`src/rtl/rdw_stage_pkg.sv`:
```
// Shared definitions for the read-data-wait stage: mem_op bit positions and
// the load align/extend helper used by both the aligner and forwarding paths.
package rdw_stage_pkg;

  localparam int unsigned LD_B  = 0;
  localparam int unsigned LD_H  = 1;
  localparam int unsigned LD_W  = 2;
  localparam int unsigned LD_BU = 3;
  localparam int unsigned LD_HU = 4;
  localparam int unsigned ST_B  = 5;
  localparam int unsigned ST_H  = 6;
  localparam int unsigned ST_W  = 7;

  // Anything that is not a byte/half load returns the raw word unchanged.
  function automatic logic [31:0] load_extend(
    input logic [31:0]    raw,
    input logic [LD_HU:0] op,
    input logic [1:0]     addr
  );
    logic [7:0]  b;
    logic [15:0] h;
    case (addr)
      2'd0:    b = raw[7:0];
      2'd1:    b = raw[15:8];
      2'd2:    b = raw[23:16];
      default: b = raw[31:24];
    endcase
    h = addr[1] ? raw[31:16] : raw[15:0];
    if (op[LD_B])       load_extend = {{24{b[7]}}, b};
    else if (op[LD_BU]) load_extend = {24'b0, b};
    else if (op[LD_H])  load_extend = {{16{h[15]}}, h};
    else if (op[LD_HU]) load_extend = {16'b0, h};
    else                load_extend = raw;
  endfunction

endpackage

```
`src/rtl/rdw_load_align.sv`:
```
// Combinational load-data aligner/extender selected by mem_op and the low
// address bits.
import rdw_stage_pkg::*;

module rdw_load_align (
  input  logic [31:0] raw,
  input  logic [7:0]  mem_op,
  input  logic [1:0]  addr,
  output logic [31:0] aligned
);

  logic unused_store_bits;
  assign unused_store_bits = ^mem_op[ST_W:ST_B];

  assign aligned = load_extend(raw, mem_op[LD_HU:0], addr);

endmodule

```
`src/rtl/rdw_stage.sv`:
```
// Read-data-wait stage: holds memory ops until their response arrives, aligns
// load data for WB, and swallows responses orphaned by a pipeline flush.
import rdw_stage_pkg::*;

module rdw_stage #(
  parameter logic [31:0] RESET_PC  = 32'h1c000000,
  parameter int unsigned DISCARD_W = 2
) (
  input  logic        clk,
  input  logic        rst,
  input  logic        in_valid,
  output logic        in_ready,
  input  logic        out_ready,
  output logic        out_valid,
  input  logic        ex_flush,
  input  logic        ertn_flush,
  input  logic        tlb_flush,
  input  logic [31:0] PC,
  input  logic [31:0] alu_result,
  input  logic [7:0]  mem_op,
  input  logic        res_from_mem,
  input  logic        mem_we,
  input  logic        gr_we,
  input  logic [4:0]  dest,
  input  logic        has_exception,
  input  logic        ertn,
  input  logic        tlb,
  input  logic        data_valid_in,
  input  logic [31:0] data_in,
  input  logic        data_ok,
  input  logic [31:0] rdata,
  output logic        RDW_flush,
  output logic        RDW_data_valid,
  output logic        RDW_this_tlb_refetch,
  output logic [31:0] result_bypass,
  output logic        bypass_ready,
  output logic [31:0] PC_out,
  output logic [31:0] result_out,
  output logic        gr_we_out,
  output logic [4:0]  dest_out,
  output logic        has_exception_out,
  output logic        ertn_out
);

  logic                 buf_valid;
  logic [31:0]          buf_data;
  logic [DISCARD_W-1:0] discard_cnt;

  logic        flush_any, need, resp_live, got, ready_go, accept, buf_set;
  logic        cnt_inc, cnt_dec;
  logic [31:0] raw, load_data, final_result;

  assign flush_any = ex_flush | ertn_flush | tlb_flush;
  assign need      = in_valid & (res_from_mem | mem_we) & ~has_exception;
  // A response arriving while orphans are outstanding belongs to a flushed op.
  assign resp_live = data_ok & (discard_cnt == '0);
  assign got       = data_valid_in | buf_valid | resp_live;
  assign ready_go  = ~in_valid | ~need | got;
  assign accept    = in_valid & ready_go & out_ready;
  assign in_ready  = ~in_valid | (ready_go & out_ready);
  assign buf_set   = resp_live & need & ~data_valid_in & ~buf_valid & ~out_ready;

  assign cnt_inc = flush_any & need & ~got;
  assign cnt_dec = data_ok & (discard_cnt != '0);

  assign raw = data_valid_in ? data_in : (buf_valid ? buf_data : rdata);

  rdw_load_align u_align (
    .raw     (raw),
    .mem_op  (mem_op),
    .addr    (alu_result[1:0]),
    .aligned (load_data)
  );

  assign final_result         = res_from_mem ? load_data : alu_result;
  assign result_bypass        = final_result;
  assign bypass_ready         = ~in_valid | ~res_from_mem | got;
  assign RDW_flush            = in_valid & (has_exception | ertn);
  assign RDW_data_valid       = in_valid & (data_valid_in | buf_valid);
  assign RDW_this_tlb_refetch = in_valid & tlb;

  always_ff @(posedge clk or negedge rst) begin
    if (!rst) begin
      buf_valid <= 1'b0;
      buf_data  <= '0;
    end else if (buf_set) begin
      buf_valid <= 1'b1;
      buf_data  <= rdata;
    end else if (accept) begin
      buf_valid <= 1'b0;
    end
  end

  // Simultaneous increment and decrement cancel; increments stop at all-ones.
  always_ff @(posedge clk or negedge rst) begin
    if (!rst) begin
      discard_cnt <= '0;
    end else if (cnt_inc && !cnt_dec) begin
      if (discard_cnt != '1) discard_cnt <= discard_cnt + DISCARD_W'(1);
    end else if (cnt_dec && !cnt_inc) begin
      discard_cnt <= discard_cnt - DISCARD_W'(1);
    end
  end

  always_ff @(posedge clk or negedge rst) begin
    if (!rst) begin
      out_valid <= 1'b0;
    end else if (out_ready) begin
      out_valid <= in_valid & ready_go & ~flush_any;
    end
  end

  always_ff @(posedge clk or negedge rst) begin
    if (!rst) begin
      PC_out            <= RESET_PC;
      result_out        <= '0;
      gr_we_out         <= 1'b0;
      dest_out          <= '0;
      has_exception_out <= 1'b0;
      ertn_out          <= 1'b0;
    end else if (accept) begin
      PC_out            <= PC;
      result_out        <= final_result;
      gr_we_out         <= gr_we;
      dest_out          <= dest;
      has_exception_out <= has_exception;
      ertn_out          <= ertn;
    end
  end

  a_stray_resp_no_buf: assert property (
    @(posedge clk) disable iff (!rst)
      (data_ok && !need && discard_cnt == '0 && !buf_valid) |=> !buf_valid
  );

endmodule
```
`config.mk`:
```
export PLATFORM = sky130hd
export DESIGN_NAME = rdw_stage
export DESIGN_NICKNAME = d
export VERILOG_FILES = /design/src/rtl/rdw_stage_pkg.sv /design/src/rtl/rdw_load_align.sv /design/src/rtl/rdw_stage.sv
export SDC_FILE = /design/constraint.sdc
export NUM_CORES = 1
export LEC_CHECK = 0
export CORE_UTILIZATION = 43
export CTS_CLUSTER_DIAMETER = 80
export DETAILED_ROUTE_END_ITERATION = 16
export GPL_ROUTABILITY_DRIVEN = 1
export PLACE_DENSITY = 0.85
export SETUP_SLACK_MARGIN = 0.2
export SYNTH_ARGS = -nofsm -noshare
export SYNTH_HDL_FRONTEND = slang
export SYNTH_SLANG_ARGS = --single-unit
```
`constraint.sdc`:
```
create_clock -name clk -period 2.84 [get_ports clk]
set_input_delay 0.568 -clock clk [delete_from_list [all_inputs] [get_ports clk]]
set_output_delay 0.568 -clock clk [all_outputs]
set_load 0.02 [all_outputs]
```
; Word level (Yosys, flattened, before mapping)
; Index checks and enable logic that the tools add are counted.
; W data, S select, Z words.
[totals]
ff_bits = 108
word_cells = 77
out_inout_bits = 110
in_bits = 156
[op_classes]
eq_ne = 4
n_addsub = 2
muxes = 14
n_reduce_logical = 10
bitwise = 37
[ops]
columns = op, count
row1 = $mux W32, 7
row2 = $pmux W8 S3, 1
row3 = $and A1 B1 Y1, 17
row4 = $mux W16, 1
row5 = $or A1 B1 Y1, 11
row6 = $not A1 Y1, 9
row7 = $mux W2, 3
row8 = $reduce_bool A2 Y1, 3
row9 = $logic_not A2 Y1, 2
row10 = $add A2 B1 Y2 const B, 1
row11 = $eq A2 B1 Y1 const B, 1
row12 = $eq A2 B2 Y1 const B, 1
row13 = $logic_and A1 B1 Y1, 2
row14 = $logic_not A1 Y1, 2
row15 = $mux W1, 2
row16 = $ne A2 B1 Y1 const B, 1
row17 = $ne A2 B2 Y1 const B, 1
row18 = $reduce_and A2 Y1, 1
row19 = $sub A2 B1 Y2 const B, 1

; Logic depth before layout (Yosys ltp)
; Gate-level depths: netlist (run 1).
[depth]
ltp_word = 10
ltp_mapped = 8

; By module
; A second synthesis (run 1) with hierarchy kept.
[hier_totals]
hier_cells = 522
hier_area_um2 = 6185.9
[by_module_without_submodules]
columns = mod, cells_each, seq_area_each_um2, n_inst, area_each_um2
row1 = rdw_stage, 397, 2706.3, 1, 5313.8
row2 = rdw_load_align, 125, 0.0, 1, 872.1

; Worst setup path before layout (run 1)
; No wires, ideal clock.
[synth_timing]
path_kind = input to output
from = in data_valid_in
to = out result_bypass[1]
cell_stages = 8
path_buffers = 3
slack_ns = 0.075
arrival_ns = 2.197
cell_sequence = buf_2 > clkbuf_1 > clkbuf_1 > nand2_1 > o21ai_0 > o221a_2 > o31ai_1 > o21ai_0
[synth_between]
elab_chain_cells = 7
elab_cells_between_ends = 8
cone_classes = mux (8)
[synth_lines]
columns = item, line
row1 = "start, declared", rdw_stage.sv:28  ; input logic data_valid_in,
row2 = $mux W32 *, rdw_stage.sv:66  ; assign raw = data_valid_in ? data_in : (buf_valid ? buf_data : rdata);
row3 = $mux W16, rdw_stage_pkg.sv:28  ; h = addr[1] ? raw[31:16] : raw[15:0];
row4 = $mux W32, rdw_stage_pkg.sv:32  ; else if (op[LD_HU]) load_extend = {16'b0, h};
row5 = $mux W32, rdw_stage_pkg.sv:31  ; else if (op[LD_H]) load_extend = {{16{h[15]}}, h};
row6 = $mux W32, rdw_stage_pkg.sv:30  ; else if (op[LD_BU]) load_extend = {24'b0, b};
row7 = $mux W32 *, rdw_stage_pkg.sv:29  ; if (op[LD_B]) load_extend = {{24{b[7]}}, b};
row8 = $mux W32 *, rdw_stage.sv:75  ; assign final_result = res_from_mem ? load_data : alu_result;
row9 = "end, declared", rdw_stage.sv:35  ; output logic [31:0] result_bypass,
; Mark *: on every way between the ends. The rest lies on a longest branch, timed or not.

; Final worst setup path (run 1)
[layout_timing]
from = reg buf_valid
to = out result_bypass[28]
[layout_between]
elab_chain_cells = 7
elab_cells_between_ends = 9
cone_classes = mux (9)
[layout_lines]
columns = item, line
row1 = "start, declared", rdw_stage.sv:45  ; logic buf_valid;
row2 = "start signal, assigned", rdw_stage.sv:84  ; buf_valid <= 1'b0;
row3 = "start signal, assigned", rdw_stage.sv:87  ; buf_valid <= 1'b1;
row4 = "start signal, assigned", rdw_stage.sv:90  ; buf_valid <= 1'b0;
row5 = $mux W32 * (2 in series), rdw_stage.sv:66
row6 = $mux W32 or $mux W16 (tied branches), "rdw_stage_pkg.sv:32, rdw_stage_pkg.sv:28"
row7 = $mux W32, rdw_stage_pkg.sv:31
row8 = $mux W32, rdw_stage_pkg.sv:30
row9 = $mux W32 *, rdw_stage_pkg.sv:29
row10 = $mux W32 *, rdw_stage.sv:75
; Marked as above.

==> results.cfg, run 1 <==
[run_status]
status = finished with violations
failed_checks = setup timing

[min_path]
hold_path_class = input port to async pin

[routing]
drt-vias-per-instance = 5.548
routed_wl_um = 23520
routedWlPerCell_um = 21.05
antenna_left = 0
drtIter0Drc = 609
firstDrtPassIters = 5
drc_errors = 0
routed-via-count = 6197

[setup_path]
startpoint = buf_valid
r2r_cells = 10
r2r_slack_ps = 280
worstReg2RegStart = buf_valid
slowest_stage = mux4_2
critical_path_required_ps = 2270
r2r-end = result_out[30]
worstSetupEndpointType = output pin
path_depth = 8
cp.arrival_ps = 2560
cp_cell_sequence = buf_6 -> mux2i_2 -> mux4_2 -> o221ai_4 -> buf_6 -> buf_16 -> o32a_1 -> buf_6
critPathCapture = result_bypass[28]
crit_fanout = 8
critPathLaunchType = flop
cp_top_family = multiplexers
crit_buf_inv = 4
cpPeakStageDelay_ps = 550
path_class = flop to output pin
crit_path_frequent_cell = buf_6

[finish]
layout.nets = 1092
diodes = 0
drive_gt1_frac = 0.3241
ff_latch_area_mm2 = 0.002708
fillers = 857
synthToLayoutAreaGrowth_pct = 71.47
multi_input_area_mm2 = 0.003448
fin_util = 0.7670

[grt]
antenna_found_initial = 0
grtUsageMet3 = 0.08840
track_usage = 0.3236
use_met1 = 0.3962
grt_pass1_wl_um = 34950
grt_max_degree = 45
grt_pass1_vias = 6396
grt.busiest_layer = met2
gr-total-overflow = 0
use_met2 = 0.5320

[pwr]
power_switching_mw = 1.729
power_frac_seq = 0.379
p_per_area_mw_per_mm2 = 511.4
ir_worst_vdd_mv = 0.4769
power_frac_comb = 0.390
leakage_nw = 4.532
clkPwrFrac = 0.232
netSwitchingFraction = 0.3290
intPower_mw = 3.527

[yosys]
synth_edf_count = 0
ys_ff_latch = 108
async_flop_share = 1.000
synth_cell_types = 45
synthTopCellsByArea = dfrtp_1 44%, mux2_2 14%, nand2_1 9.0%
synth_nets = 760
yosys.area.top_type = dfrtp_1
yosysSeqAreaShare = 0.4515
yosysWarnings = 0
synth_cells = 604
syn_avg_cell_area_um2 = 9.925
synth_area_mm2 = 0.005994
synth_ff_type = dfrtp_1
synth_top_area_frac = 0.4383

[clock_tree]
htree_num_levels = 3
ctsHoldBuffers = 0
path_clk_slew_ps = 70
tritoncts = yes
cts_buffers = 9
clockBufferDepth = 2
root_buffer = clkbuf_16
cts.sinks = 108
insertion_delay_ps = 360

[run]
maxCapViolations = 0

[timing]
fin_worst_skew_ps = 7.665
tns_ps = -5615
min_period_ps = 3127
worst_slack_ps = -286.7
slew_viol_final = 0
fmax_mhz = 319.8
relSlewSlack = 0.5475
tightest_slew_ps = 678.0
finalHoldViolCount = 0
period_share = 1.101
whs_ps = 197.0
setup_violations = 27
rsz0062_at_grt = yes

[place]
place.gp.congestion = 0.9176
dp.final_hpwl_um = 16600
port_buffers = 261

[floorplanning]
rows = 42
dieArea_mm2 = 0.01442
dieHeight_um = 120.1
die_w_um = 120.1
coreArea_mm2 = 0.01340
io_pins = 266
start_util = 0.4473
## metrics by stage
| step | std cells | power [mW] | area [um2] | worst slack, ps |
|---|---|---|---|---|
| 3_5_place_dp | 1074 | 3.845 | 9346 | -799.9 |
| 4_1_cts | 1111 | 5.198 | 10150 | -269.7 |
| 5_1_grt | 1117 | 5.456 | 10280 | -323.0 |
| 3_3_place_gp | 1074 | 3.807 | 9346 | -746.7 |
| 6_report | 1117 | 5.256 | 10280 | -286.7 |
| 2_1_floorplan | 604 | 2.838 | 6016 | 192.4 |
## how the worst min path moves through the flow
stage	start	end	slack (ps)	cells past startpoint
floorplan	rst	PC_out[0]	270	0
global placement	PC_out[28]	PC_out[28]	450	2
detailed placement	PC_out[27]	PC_out[27]	450	2
CTS	rst	result_out[14]	220	1
global route	rst	result_out[14]	250	1
finish	rst	result_out[14]	200	1
## cells by family (layout without fill, tap and decap cells)
logic type | Yosys count | after routing | synth area share
buffers and inverters | 55 | 390 | 0.04029
AO/OA/AOI/OAI | 127 | 127 | 0.1565
multiplexers | 109 | 109 | 0.2073
AND/OR/NAND/NOR | 205 | 207 | 0.1444
flip-flops | 108 | 108 | 0.4515
## power by group through the flow
stage | combinational, mW | sequential (mW) | clock, mW
final | 2.05 | 1.99 | 1.22
after global routing | 2.15 | 2.02 | 1.28
after CTS | 1.99 | 1.98 | 1.23
after detailed placement | 1.84 | 2.00 | 0
after global placement | 1.82 | 1.99 | 0
after floorplan | 0.650 | 2.19 | 0
## layout by cell type (no fill, tap or decap), types with 9 or more instances in the layout
cell             count
o21ai_1             13
o32a_1              15
buf_6               37
dfrtp_1            104
clkbuf_16            9
nand2_1            142
mux2i_4             11
nor2_1              31
nand2b_1            13
o211a_1             11
buf_4               85
o21ai_0             18
dlygate4sd2_1       13
buf_12               9
mux2_2              72
clkdlybuf4s50_1    210
o22ai_1             10
## what timing repair did
item / 4_1_cts / 5_1_grt
endpoints found under the setup margin: 85 / 71
cloned: 4 / 1
pin swaps: 33 / 15
gates resized for setup: 273 / 35
buffers inserted: 17 / 5
## routing by layer
metal | routed length (um) | vias up
li1 | - | 2814
met1 | 9403 | 2999
met2 | 11250 | 315
met3 | 1987 | 69
met4 | 874 | 0
met5 | 0 | -
## cell usage after synthesis (2+ instances only)
cell type and number:
a211oi_1 2, a21oi_1 13, buf_1 2, buf_2 22, clkbuf_1 20, dfrtp_1 105
dfstp_2 3, inv_1 8, inv_2 2, mux2_2 77, mux2i_1 27, mux4_2 4
nand2_1 143, nand2b_1 14, nand3_1 2, nor2_1 34, nor2b_1 2, o211a_1 11
o211ai_1 7, o21a_1 5, o21ai_0 33, o221a_2 6, o22a_1 8, o22ai_1 10
o31ai_1 8, o32a_1 15, or3_1 3
## cell type report
type                            count  area share
Clock buffer                       10     0.02325
Clock inverter                      6    0.003652
Inverter                           10    0.003652
Multi-Input combinational cell    443      0.3355
Sequential cell                   108      0.2634
Tap cell                          176     0.02142
Timing Repair Buffer              364      0.3491
## registers in the layout (all words and copies together), names as in the netlist, 2 cells and up
signal       cells
result_out      32
dest_out         5
buf_data        32
PC_out          32
discard_cnt      2
No activity file was read; power rests on OpenSTA's default activity.
==> run 2: changes to the inputs <==
HOLD_SLACK_MARGIN = 0.06   (was not set)
TNS_END_PERCENT = 100   (was not set)
==> results of run 2 <==
Same layout as run 1: the final DEF is identical, and so are final timing and power.
==> run 3: changes to the inputs <==
ABC_AREA = 1   (was not set)
CORE_UTILIZATION = 44   (was 43)
==> results.cfg, run 3 <==
[setup_path]
cpPeakStageDelay_ps = 470
r2r-end = PC_out[20]
crit_fanout = 8
crit_buf_inv = 3
critical_path_required_ps = 2270
startpoint = data_in[31]
cp_cell_sequence = clkdlybuf4s50_1 -> or2_4 -> nand3_2 -> nand4_1 -> nand2_4 -> buf_12 -> a21boi_1 -> buf_4
worstReg2RegStart = buf_valid
cp_top_family = buffers and inverters
worstSetupEndpointType = output pin
critPathLaunchType = input port
path_class = input port to output pin
r2r_cells = 12
r2r_slack_ps = 810
slowest_stage = clkdlybuf4s50_1
cp.arrival_ps = 2120

[grt]
track_usage = 0.3245
grt_pass1_vias = 7176
antenna_found_initial = 0
grt_max_degree = 72
grt_pass1_wl_um = 36740
gr-total-overflow = 0

[clock_tree]
cts.sinks = 108
cts_buffers = 9
path_clk_slew_ps = 70
tritoncts = yes
htree_num_levels = 3
clockBufferDepth = 2
root_buffer = clkbuf_16
insertion_delay_ps = 370

[place]
place_inst = 1315
place.gp.congestion = 0.9623
post_dp_cell_area_mm2 = 0.009523
dp.final_hpwl_um = 17600
port_buffers = 261

[finish]
diodes = 0
final_cell_mix = 340 x nand2_1, 211 x clkdlybuf4s50_1, 104 x dfrtp_1
fin_cells = 1355
fillers = 1083
drive_gt1_frac = 0.2357
layout.nets = 1326
top_regs = PC_out: 32 flops, buf_data: 32 flops, result_out: 32 flops
synthToLayoutAreaGrowth_pct = 62.11
multi_input_area_mm2 = 0.003550
postLayoutCellArea_mm2 = 0.01032
final_common_cell = nand2_1
ff_latch_area_mm2 = 0.002708
fin_util = 0.7375

[timing]
setup_violations = 0
min_period_ps = 2690
fmax_mhz = 371.8
period_share = 0.9471
slew_viol_final = 0
fin_worst_skew_ps = 13.97
relSlewSlack = 0.5844
tightest_slew_ps = 623.4
finalHoldViolCount = 0
rsz0062_at_grt = yes
whs_ps = 207.9
tns_ps = 0

[pwr]
ir_worst_vdd_mv = 0.3313
leakage_nw = 4.985
p_per_area_mw_per_mm2 = 491.7

[yosys]
synthTopCellsByArea = dfrtp_1 41%, nand2_1 20%, nand3_1 7.2%
synth.most_common_cell = nand2_1
yosys.area.top_type = dfrtp_1
syn_avg_cell_area_um2 = 7.478
synth_cell_types = 35
synth_edf_count = 0
synth_nets = 1007
yosysSeqAreaShare = 0.4253
synth_top_area_frac = 0.4129
ys_ff_latch = 108
synth_area_mm2 = 0.006364
synth_cells = 851
synth_common_cells = 347 x nand2_1, 105 x dfrtp_1, 92 x nand3_1
yosysWarnings = 0
async_flop_share = 1.000
synth_ff_type = dfrtp_1

[floorplanning]
rows = 43
io_pins = 266
die_w_um = 122.3
dieArea_mm2 = 0.01495
dieHeight_um = 122.3
coreArea_mm2 = 0.01399
start_util = 0.4549

[routing]
drtIter0Drc = 652
routed-via-count = 7268
firstDrtPassIters = 5
drc_errors = 0
routed_wl_um = 24440
routedWlPerCell_um = 18.04
antenna_left = 0
drt-vias-per-instance = 5.364

[run]
maxCapViolations = 0

[run_status]
status = finished, final reports clean

[min_path]
hold_path_class = input port to async pin
run 3: logic make-up after synthesis:
kind of cell           after synthesis  synth area share
and+or+nand+nor                    527            0.3557
DFF                                108            0.4253
AOI/OAI and AO/OA                  106           0.09772
buffers and inverters               81           0.06999
muxes                               29           0.05132
run 3: report_power, final:
part	switching [mW]	internal, mW	leakage [nW]
combinational	0.972	0.900	3.50
clock	0.633	0.607	0.135
sequential	0.151	1.81	1.35
total	1.76	3.32	4.98
run 3: cell type report:
type                       count  area share
clock buffer                  10     0.02220
clock inverter                 6    0.004488
inverter                      31     0.01249
multi-input combinational    662      0.3441
sequential                   108      0.2625
tap                          180     0.02183
timing repair buffer         357      0.3317
timing repair inverter         1   0.0007277
run 3: what timing repair did:
item,4_1_cts,5_1_grt
pin swaps,17,19
setup buffers,12,7
setup endpoints to repair,35,32
gates resized for setup,238,78
endpoints found under the hold margin,0,0
cloned,4,1
hold buffers,0,0
run 3: per-layer routing:
metal | vias to the layer above | wire (um) | global-route usage
li1 | 3399 | - | -
met1 | 3431 | 9571 | 0.4027
met2 | 361 | 11960 | 0.5414
met3 | 77 | 1879 | 0.05762
met4 | 0 | 1030 | 0.1631
met5 | - | 0 | 0
run 3: through the flow:
step                power (mW)  setup WS, ps
floorplan                2.785         334.8
global placement         3.680        -658.0
detailed placement       3.721        -623.4
CTS                      4.990         132.5
global route             5.297         111.9
finish                   5.073         150.2
run 3: worst max-delay path by stage:
| stage | cells past startpoint | slack [ps] | end |
|---|---|---|---|
| global placement | 10 | -660 | result_bypass[22] |
| floorplan | 9 | 330 | result_bypass[14] |
| global route | 9 | 110 | result_bypass[19] |
| CTS | 8 | 130 | result_bypass[23] |
| detailed placement | 9 | -620 | result_bypass[22] |
| finish | 8 | 150 | result_bypass[19] |
